**config.mk**
```make
export PLATFORM = sky130hd
export DESIGN_NAME = rb_window_reader
export DESIGN_NICKNAME = d
export VERILOG_FILES = /design/src/rtl/rb_window_reader_pkg.sv /design/src/rtl/rb_window_reader_shift.sv /design/src/rtl/rb_window_reader.sv
export SDC_FILE = /design/constraint.sdc
export NUM_CORES = 1
export LEC_CHECK = 0
export CAP_MARGIN = 5
export CELL_PAD_IN_SITES_DETAIL_PLACEMENT = 1
export CELL_PAD_IN_SITES_GLOBAL_PLACEMENT = 2
export CORE_AREA = 2 2 125 127
export DETAILED_ROUTE_END_ITERATION = 8
export DIE_AREA = 0 0 127 129
export GPL_TIMING_DRIVEN = 0
export HOLD_SLACK_MARGIN = 0.03
export PLACE_DENSITY = 0.89
export SLEW_MARGIN = 10
export SYNTH_ARGS = -nofsm -noshare
export SYNTH_HDL_FRONTEND = slang
export SYNTH_SLANG_ARGS = --single-unit
```
**constraint.sdc**
```tcl
create_clock -name clk -period 4.5 [get_ports clk]
set_clock_uncertainty 0.2 [all_clocks]
set_input_delay 0.675 -clock clk [delete_from_list [all_inputs] [get_ports clk]]
set_output_delay 0.675 -clock clk [all_outputs]
set_load 0.05 [all_outputs]
```
**src/rtl/rb_window_reader_pkg.sv**
```systemverilog
// rb_window_reader_pkg
// Shared definitions for the row-buffer window reader:
//   - default geometry (pixel width, image size, window size, ring depth)
//   - FSM state encoding (3 bits)
//   - clog2_min1: width helper that never returns 0
package rb_window_reader_pkg;

  localparam int DATA_W_DEF = 8;
  localparam int IMG_W_DEF  = 8;
  localparam int IMG_H_DEF  = 8;
  localparam int K_DEF      = 3;
  localparam int NUM_RB_DEF = 4;
  localparam int RD_AW_DEF  = $clog2(NUM_RB_DEF * IMG_W_DEF);

  typedef enum logic [2:0] {
    S_IDLE = 3'd0,
    S_WAIT = 3'd1,
    S_RD   = 3'd2,
    S_CAP  = 3'd3,
    S_OUT  = 3'd4,
    S_DONE = 3'd5
  } state_t;

  // Counter/index width that stays at least 1 bit for degenerate sizes.
  function automatic int clog2_min1(input int v);
    return (v > 1) ? $clog2(v) : 1;
  endfunction

endpackage

```
**src/rtl/rb_window_reader_shift.sv**
```systemverilog
// rb_window_reader_shift
// Column assembly and KxK window shift array.
//   clk, rst   : clock, synchronous active-high reset (clears everything)
//   cap_en     : cap_data is the pixel for row cap_slot of the current column
//   cap_slot   : row index (0 = top) of the pixel on cap_data
//   cap_data   : pixel from BRAM read port
//   shift_en   : shift window one column left, new column enters c=K-1
//   win_data   : packed window, pixel (r,c) at [(r*K+c)*DATA_W +: DATA_W]
module rb_window_reader_shift
  import rb_window_reader_pkg::*;
#(
  parameter int DATA_W = DATA_W_DEF,
  parameter int K      = K_DEF,
  parameter int RR_W   = clog2_min1(K_DEF)
) (
  input  logic                  clk,
  input  logic                  rst,
  input  logic                  cap_en,
  input  logic [RR_W-1:0]       cap_slot,
  input  logic [DATA_W-1:0]     cap_data,
  input  logic                  shift_en,
  output logic [K*K*DATA_W-1:0] win_data
);

  logic [DATA_W-1:0] stage  [K];
  logic [DATA_W-1:0] col_in [K];
  logic [DATA_W-1:0] win    [K][K];

  // The bottom pixel arrives in the same cycle as the shift, so it bypasses
  // its stage register and goes straight into the window.
  always_comb begin
    for (int r = 0; r < K; r++) begin
      col_in[r] = (cap_en && cap_slot == RR_W'(r)) ? cap_data : stage[r];
    end
  end

  always_ff @(posedge clk) begin
    if (rst) begin
      for (int r = 0; r < K; r++) begin
        stage[r] <= '0;
        for (int c = 0; c < K; c++) win[r][c] <= '0;
      end
    end else begin
      for (int r = 0; r < K; r++) begin
        if (cap_en && cap_slot == RR_W'(r)) stage[r] <= cap_data;
      end
      if (shift_en) begin
        for (int r = 0; r < K; r++) begin
          for (int c = 0; c < K - 1; c++) win[r][c] <= win[r][c+1];
          win[r][K-1] <= col_in[r];
        end
      end
    end
  end

  always_comb begin
    win_data = '0;
    for (int r = 0; r < K; r++) begin
      for (int c = 0; c < K; c++) win_data[(r*K+c)*DATA_W +: DATA_W] = win[r][c];
    end
  end

endmodule

```
**src/rtl/rb_window_reader.sv**
```systemverilog
// rb_window_reader
// Read side of the BRAM row-buffer ring: waits for K committed rows, reads
// them column by column through port B, builds KxK windows and hands them to
// the NIP kernel. The oldest row buffer is released after each output row.
// Optional macro RB_WIN_COORD_EN adds win_x / win_y window coordinates.
// Ports:
//   clk, rst        : clock, synchronous active-high reset
//   start           : frame start pulse (ignored while busy)
//   wr_row_done     : writer committed one row to the next ring slot
//   rd_en, rd_addr  : BRAM port-B read; rd_data valid one cycle after rd_en
//   win_valid/ready : window handshake. A window transfers on a clock edge
//                     where win_valid && win_ready; win_data is held
//                     stable while win_valid is high and not yet accepted;
//                     win_ready while win_valid is low has no effect.
//   win_data        : KxK window, (r,c) at [(r*K+c)*DATA_W +: DATA_W]
//   rb_release      : one-cycle pulse, oldest row buffer freed
//   busy, complete  : frame in progress / frame finished (S_DONE)
//   ovf_err         : sticky, row committed while ring already full
//   win_x, win_y    : (RB_WIN_COORD_EN) left column / top row of window
//   dbg_state       : current FSM state
//   dbg_rows_avail  : committed rows not yet released
module rb_window_reader
  import rb_window_reader_pkg::*;
#(
  parameter int DATA_W = DATA_W_DEF,
  parameter int IMG_W  = IMG_W_DEF,
  parameter int IMG_H  = IMG_H_DEF,
  parameter int K      = K_DEF,
  parameter int NUM_RB = NUM_RB_DEF,
  parameter int RD_AW  = $clog2(NUM_RB * IMG_W)
) (
  input  logic                          clk,
  input  logic                          rst,
  input  logic                          start,
  input  logic                          wr_row_done,
  output logic                          rd_en,
  output logic [RD_AW-1:0]              rd_addr,
  input  logic [DATA_W-1:0]             rd_data,
  output logic                          win_valid,
  input  logic                          win_ready,
  output logic [K*K*DATA_W-1:0]         win_data,
  output logic                          rb_release,
  output logic                          busy,
  output logic                          complete,
  output logic                          ovf_err,
`ifdef RB_WIN_COORD_EN
  output logic [clog2_min1(IMG_W)-1:0]  win_x,
  output logic [clog2_min1(IMG_H)-1:0]  win_y,
`endif
  output state_t                        dbg_state,
  output logic [$clog2(NUM_RB+1)-1:0]   dbg_rows_avail
);

  localparam int COL_W = clog2_min1(IMG_W);
  localparam int ROW_W = clog2_min1(IMG_H + 1);
  localparam int RB_W  = clog2_min1(NUM_RB);
  localparam int RR_W  = clog2_min1(K);
  localparam int CNT_W = $clog2(NUM_RB + 1);

  state_t           state;
  logic [COL_W-1:0] col;
  logic [ROW_W-1:0] out_row;
  logic [RB_W-1:0]  top_rb;
  logic [RB_W-1:0]  rd_slot;
  logic [RR_W-1:0]  rd_r;
  logic             rows_ok;
  logic [CNT_W-1:0] rows_avail;
  logic [CNT_W-1:0] rows_avail_nxt;
  logic             cap_en;
  logic [RR_W-1:0]  cap_slot;

  function automatic logic [RB_W-1:0] rb_inc(input logic [RB_W-1:0] s);
    return (s == RB_W'(NUM_RB - 1)) ? '0 : s + 1'b1;
  endfunction

  // Committed-row counter; runs in every state.
  always_comb begin
    rows_avail_nxt = rows_avail;
    if (wr_row_done && !rb_release) begin
      if (rows_avail != CNT_W'(NUM_RB)) rows_avail_nxt = rows_avail + 1'b1;
    end else if (!wr_row_done && rb_release) begin
      if (rows_avail != '0) rows_avail_nxt = rows_avail - 1'b1;
    end
  end

  always_ff @(posedge clk) begin
    if (rst) begin
      rows_avail <= '0;
      ovf_err    <= 1'b0;
    end else begin
      rows_avail <= rows_avail_nxt;
      if (wr_row_done && !rb_release && rows_avail == CNT_W'(NUM_RB)) ovf_err <= 1'b1;
    end
  end

  // rows_ok is a registered "enough rows" flag. It is cleared on every entry
  // to S_WAIT so the decision never uses a count that predates a pending
  // release; the first look at the count is therefore one cycle after entry.
  always_ff @(posedge clk) begin
    if (rst) begin
      state      <= S_IDLE;
      col        <= '0;
      out_row    <= '0;
      top_rb     <= '0;
      rd_slot    <= '0;
      rd_r       <= '0;
      rows_ok    <= 1'b0;
      rb_release <= 1'b0;
    end else begin
      rb_release <= 1'b0;
      rows_ok    <= (rows_avail_nxt >= CNT_W'(K));
      case (state)
        S_IDLE, S_DONE: begin
          if (start) begin
            state   <= S_WAIT;
            top_rb  <= '0;
            col     <= '0;
            out_row <= '0;
            rows_ok <= 1'b0;
          end
        end
        S_WAIT: begin
          if (rows_ok) begin
            state   <= S_RD;
            rd_r    <= '0;
            rd_slot <= top_rb;
          end
        end
        S_RD: begin
          rd_slot <= rb_inc(rd_slot);
          if (rd_r == RR_W'(K - 1)) state <= S_CAP;
          else                      rd_r  <= rd_r + 1'b1;
        end
        S_CAP: begin
          if (col < COL_W'(K - 1)) begin
            col     <= col + 1'b1;
            state   <= S_RD;
            rd_r    <= '0;
            rd_slot <= top_rb;
          end else begin
            state <= S_OUT;
          end
        end
        S_OUT: begin
          if (win_ready) begin
            if (col != COL_W'(IMG_W - 1)) begin
              col     <= col + 1'b1;
              state   <= S_RD;
              rd_r    <= '0;
              rd_slot <= top_rb;
            end else begin
              rb_release <= 1'b1;
              top_rb     <= rb_inc(top_rb);
              col        <= '0;
              out_row    <= out_row + 1'b1;
              rows_ok    <= 1'b0;
              if (out_row + 1'b1 == ROW_W'(IMG_H - K + 1)) state <= S_DONE;
              else                                         state <= S_WAIT;
            end
          end
        end
        default: state <= S_IDLE;
      endcase
    end
  end

  // Read data returns one cycle after rd_en; tag it with its row slot.
  always_ff @(posedge clk) begin
    if (rst) begin
      cap_en   <= 1'b0;
      cap_slot <= '0;
    end else begin
      cap_en   <= (state == S_RD);
      cap_slot <= rd_r;
    end
  end

  assign rd_en          = (state == S_RD);
  assign rd_addr        = RD_AW'(int'(rd_slot) * IMG_W + int'(col));
  assign win_valid      = (state == S_OUT);
  assign busy           = (state == S_WAIT) || (state == S_RD) ||
                          (state == S_CAP)  || (state == S_OUT);
  assign complete       = (state == S_DONE);
  assign dbg_state      = state;
  assign dbg_rows_avail = rows_avail;

  rb_window_reader_shift #(
    .DATA_W (DATA_W),
    .K      (K),
    .RR_W   (RR_W)
  ) u_shift (
    .clk      (clk),
    .rst      (rst),
    .cap_en   (cap_en),
    .cap_slot (cap_slot),
    .cap_data (rd_data),
    .shift_en (state == S_CAP),
    .win_data (win_data)
  );

`ifdef RB_WIN_COORD_EN
  // Coordinates latch when a finished window is presented.
  always_ff @(posedge clk) begin
    if (rst) begin
      win_x <= '0;
      win_y <= '0;
    end else if (state == S_CAP && !(col < COL_W'(K - 1))) begin
      win_x <= col - COL_W'(K - 1);
      win_y <= out_row[clog2_min1(IMG_H)-1:0];
    end
  end
`endif

endmodule

```
==> flow_summary.yaml <==
finish:
  fin_util: 0.465
  layout_commonest_cell: "clkdlybuf4s50_1"
  mostFrequentLayoutCells: "101 x clkdlybuf4s50_1, 96 x edfxtp_1, 56 x and2_1"
  drive_above_1_share: 0.0859
  num-nets-final: 534
  fin_area_um2: 6970
  antenna_cells: 0
  syn_to_final_growth_pct: 36.0
floorplanning:
  core-area_um2: 15000
  die_h_um: 129
  num_rows: 45
  start_util: 0.342
  dieWidth_um: 127
  ios: 102
  die-area_um2: 16400
worst_setup_path:
  worstSetupPathType: "register to primary output"
  reg2reg_from: "col[1]$_SDFFE_PP0P_"
  rr_worst_depth: 6
  r2r_end: "rows_ok$_SDFF_PP0_"
  critPathRequiredTime_ns: 3.62
  r2r_slack_ns: 1.95
  crit_fanout: 10
  start_kind: "register"
  crit_path_end_kind: "primary output"
  cp.arrival_ns: 2.36
sta:
  min_period_over_period: 0.719
  timing.hold.ws_ns: 0.291
  setup_viol: 0
  min_period_ns: 3.24
  hold_viol: 0
  report.final.slew_viol_count: 0
  max_freq_ghz: 0.309
  worst_pin_slew_ns: 0.940
  grt_setup_unrepaired: "no"
  maxSlewHeadroom: 0.363
yosys:
  synth_compound_area_frac: 0.0564
  synthSimpleGateAreaFrac: 0.164
  syn_nets: 413
  netlist_top_cells_area: "edfxtp_1 56%, dfxtp_1 9.8%, and2_1 6.8%, mux2i_1 5.7%, nor2_1 3.3%"
  ys_ff_latch: 121
  syn_area_um2: 5120
  synth_cell_type_count: 52
  synthArstFlopShare: 0
  syn_inst: 390
  synth-xor-area-share: 0.00684
  synthMuxAreaShare: 0.0566
  synthAdderAreaFrac: 0.0244
  synth_top_cell_by_area: "edfxtp_1"
  yosysTopAreaCellShare: 0.563
  syn_avg_cell_area_um2: 13.1
  ys_warn_count: 0
  synth_edf_count: 96
  synth_top_family_by_area: "simple AND/OR/NAND/NOR gates"
  synth_seq_area_share: 0.660
  synthFlopType: "edfxtp_1"
detailed_routing:
  dr_total_vias: 3424
  drc: 0
  wl_per_cell_um: 17.1
  vias_per_cell: 4.81
  finalWirelength_um: 12200
  drtIter0Drc: 130
  ant_nets: 0
  drtPass1Iterations: 4
pwr:
  p_per_area_nw_per_um2: 517
  p_total_mw: 3.61
  ir_drop_mv: 0.317
  leakage_nw: 2.66
run_status:
  status: "finished, final reports clean"
clocking:
  clock_latency_ns: 0.41
  htree_levels: 4
  path_clk_slew_ns: 0.05
  post_cts_buffers: 0
  cts_max_path_buffers: 2
  cts_made_buffers: 17
  cts_sinks: 121
  cts_root_buf: "clkbuf_16"
  cts-hold-fix-buffers: 0
  post_cts_resized: 0
  cts_tree: "yes"
grt:
  grt_max_degree: 72
  antenna_found_initial: 0
  grt_pass1_vias: 3572
  grtUsageTotal: 0.153
  grt_overflow: 0
  grt_first_pass_wirelength_um: 19100
placed_design:
  gp_congestion: 0.813
  hpwl_um: 9000
  io_buffer_count: 101
  dpl_cell_area_um2: 6410
run:
  maxCapViolCount: 0
hold_path:
  min-delay-start: "out_row[3]$_SDFFE_PP0P_"
  min_to: "out_row[3]$_SDFFE_PP0P_"
  min_path_cells: 2
  worst_hold_path_type: "register to register"
[worst max-delay path by stage]
stage / from / to / slack [ns]
2_1_floorplan: rst / u_shift.win[0][0]$_SDFFCE_PN0P_ / 0.83
3_3_place_gp: rst / u_shift.win[0][45]$_SDFFCE_PN0P_ / -0.64
3_5_place_dp: rst / u_shift.win[0][47]$_SDFFCE_PN0P_ / 1.14
4_1_cts: dbg_state[1]$_SDFFE_PP0P_ / rd_en / 1.24
5_1_grt: dbg_state[1]$_SDFFE_PP0P_ / rd_en / 1.18
6_report: dbg_state[1]$_SDFFE_PP0P_ / rd_en / 1.26
[synth_stat cells, drive strengths merged, types with 2 or more instances]
cell type,instances
and3,4
a311oi,2
nor3b,2
nor4b,2
ha,10
dfxtp,25
a21bo,2
and2,56
a21oi,8
a31oi,5
xnor2,2
clkbuf,14
nand3,4
or3,3
nand2b,4
o21ai,5
nor2b,9
a21boi,2
a211oi,3
inv,14
nand3b,5
nor2,47
mux2i,29
buf,6
edfxtp,96
nand2,10
xor2,2
o22ai,3
or2,2
nor3,3
[registers in the layout, summed over array words and instances (netlist names)]
name	count
col	3
cap_slot	2
rd_r	2
top_rb	2
dbg_rows_avail	3
cap_en	1
out_row	4
dbg_state	3
rd_slot	2
rows_ok	1
u_shift.win	72
u_shift.stage	24
rb_release	1
ovf_err	1
[logic make-up after synthesis]
| logic type | count (synthesis) |
|---|---|
| adders and majority gates | 10 |
| buffers and inverters | 34 |
| AOI/OAI and AO/OA | 38 |
| muxes | 29 |
| and+or+nand+nor | 154 |
| DFF | 121 |
| xor gates and xnor gates | 4 |
[per-layer routing]
layer  global-route usage  part of all wire
met1                0.177              0.42
met3               0.0441             0.041
met5                    0                 0
met2                0.269              0.52
met4               0.0562             0.014
[worst max-delay path: stages (launching register included)]
cell and delay, ns:
dfxtp_1 0.34, buf_6 0.15, inv_4 0.05, or3_1 0.38, buf_6 0.17, inv_6 0.07, clkdlybuf4s50_1 0.79
[final cells by class]
cell class / count / area, µm²
clock buffer: 19 / 433
sequential: 121 / 3380
timing repair buffer: 102 / 1040
tap: 188 / 235
inverter: 14 / 60.1
buffer: 20 / 103
clock inverter: 13 / 129
fill: 1548 / 8010
multi-input combinational: 235 / 1590
[through the flow]
stage,setup slack [ns],setup TNS (ns),cells
after floorplan,0.830,0,390
after global placement,-0.637,-45.63,679
after detailed placement,1.14,0,680
after CTS,1.24,0,712
after global routing,1.18,0,712
final,1.26,0,712
[report_power, final]
part	total, mW	switching [mW]	internal (mW)
clock network	1.28	0.468	0.808
registers	1.37	0.0541	1.31
logic	0.963	0.627	0.336
total	3.61	1.15	2.46
(Power assumes the default switching activity.)
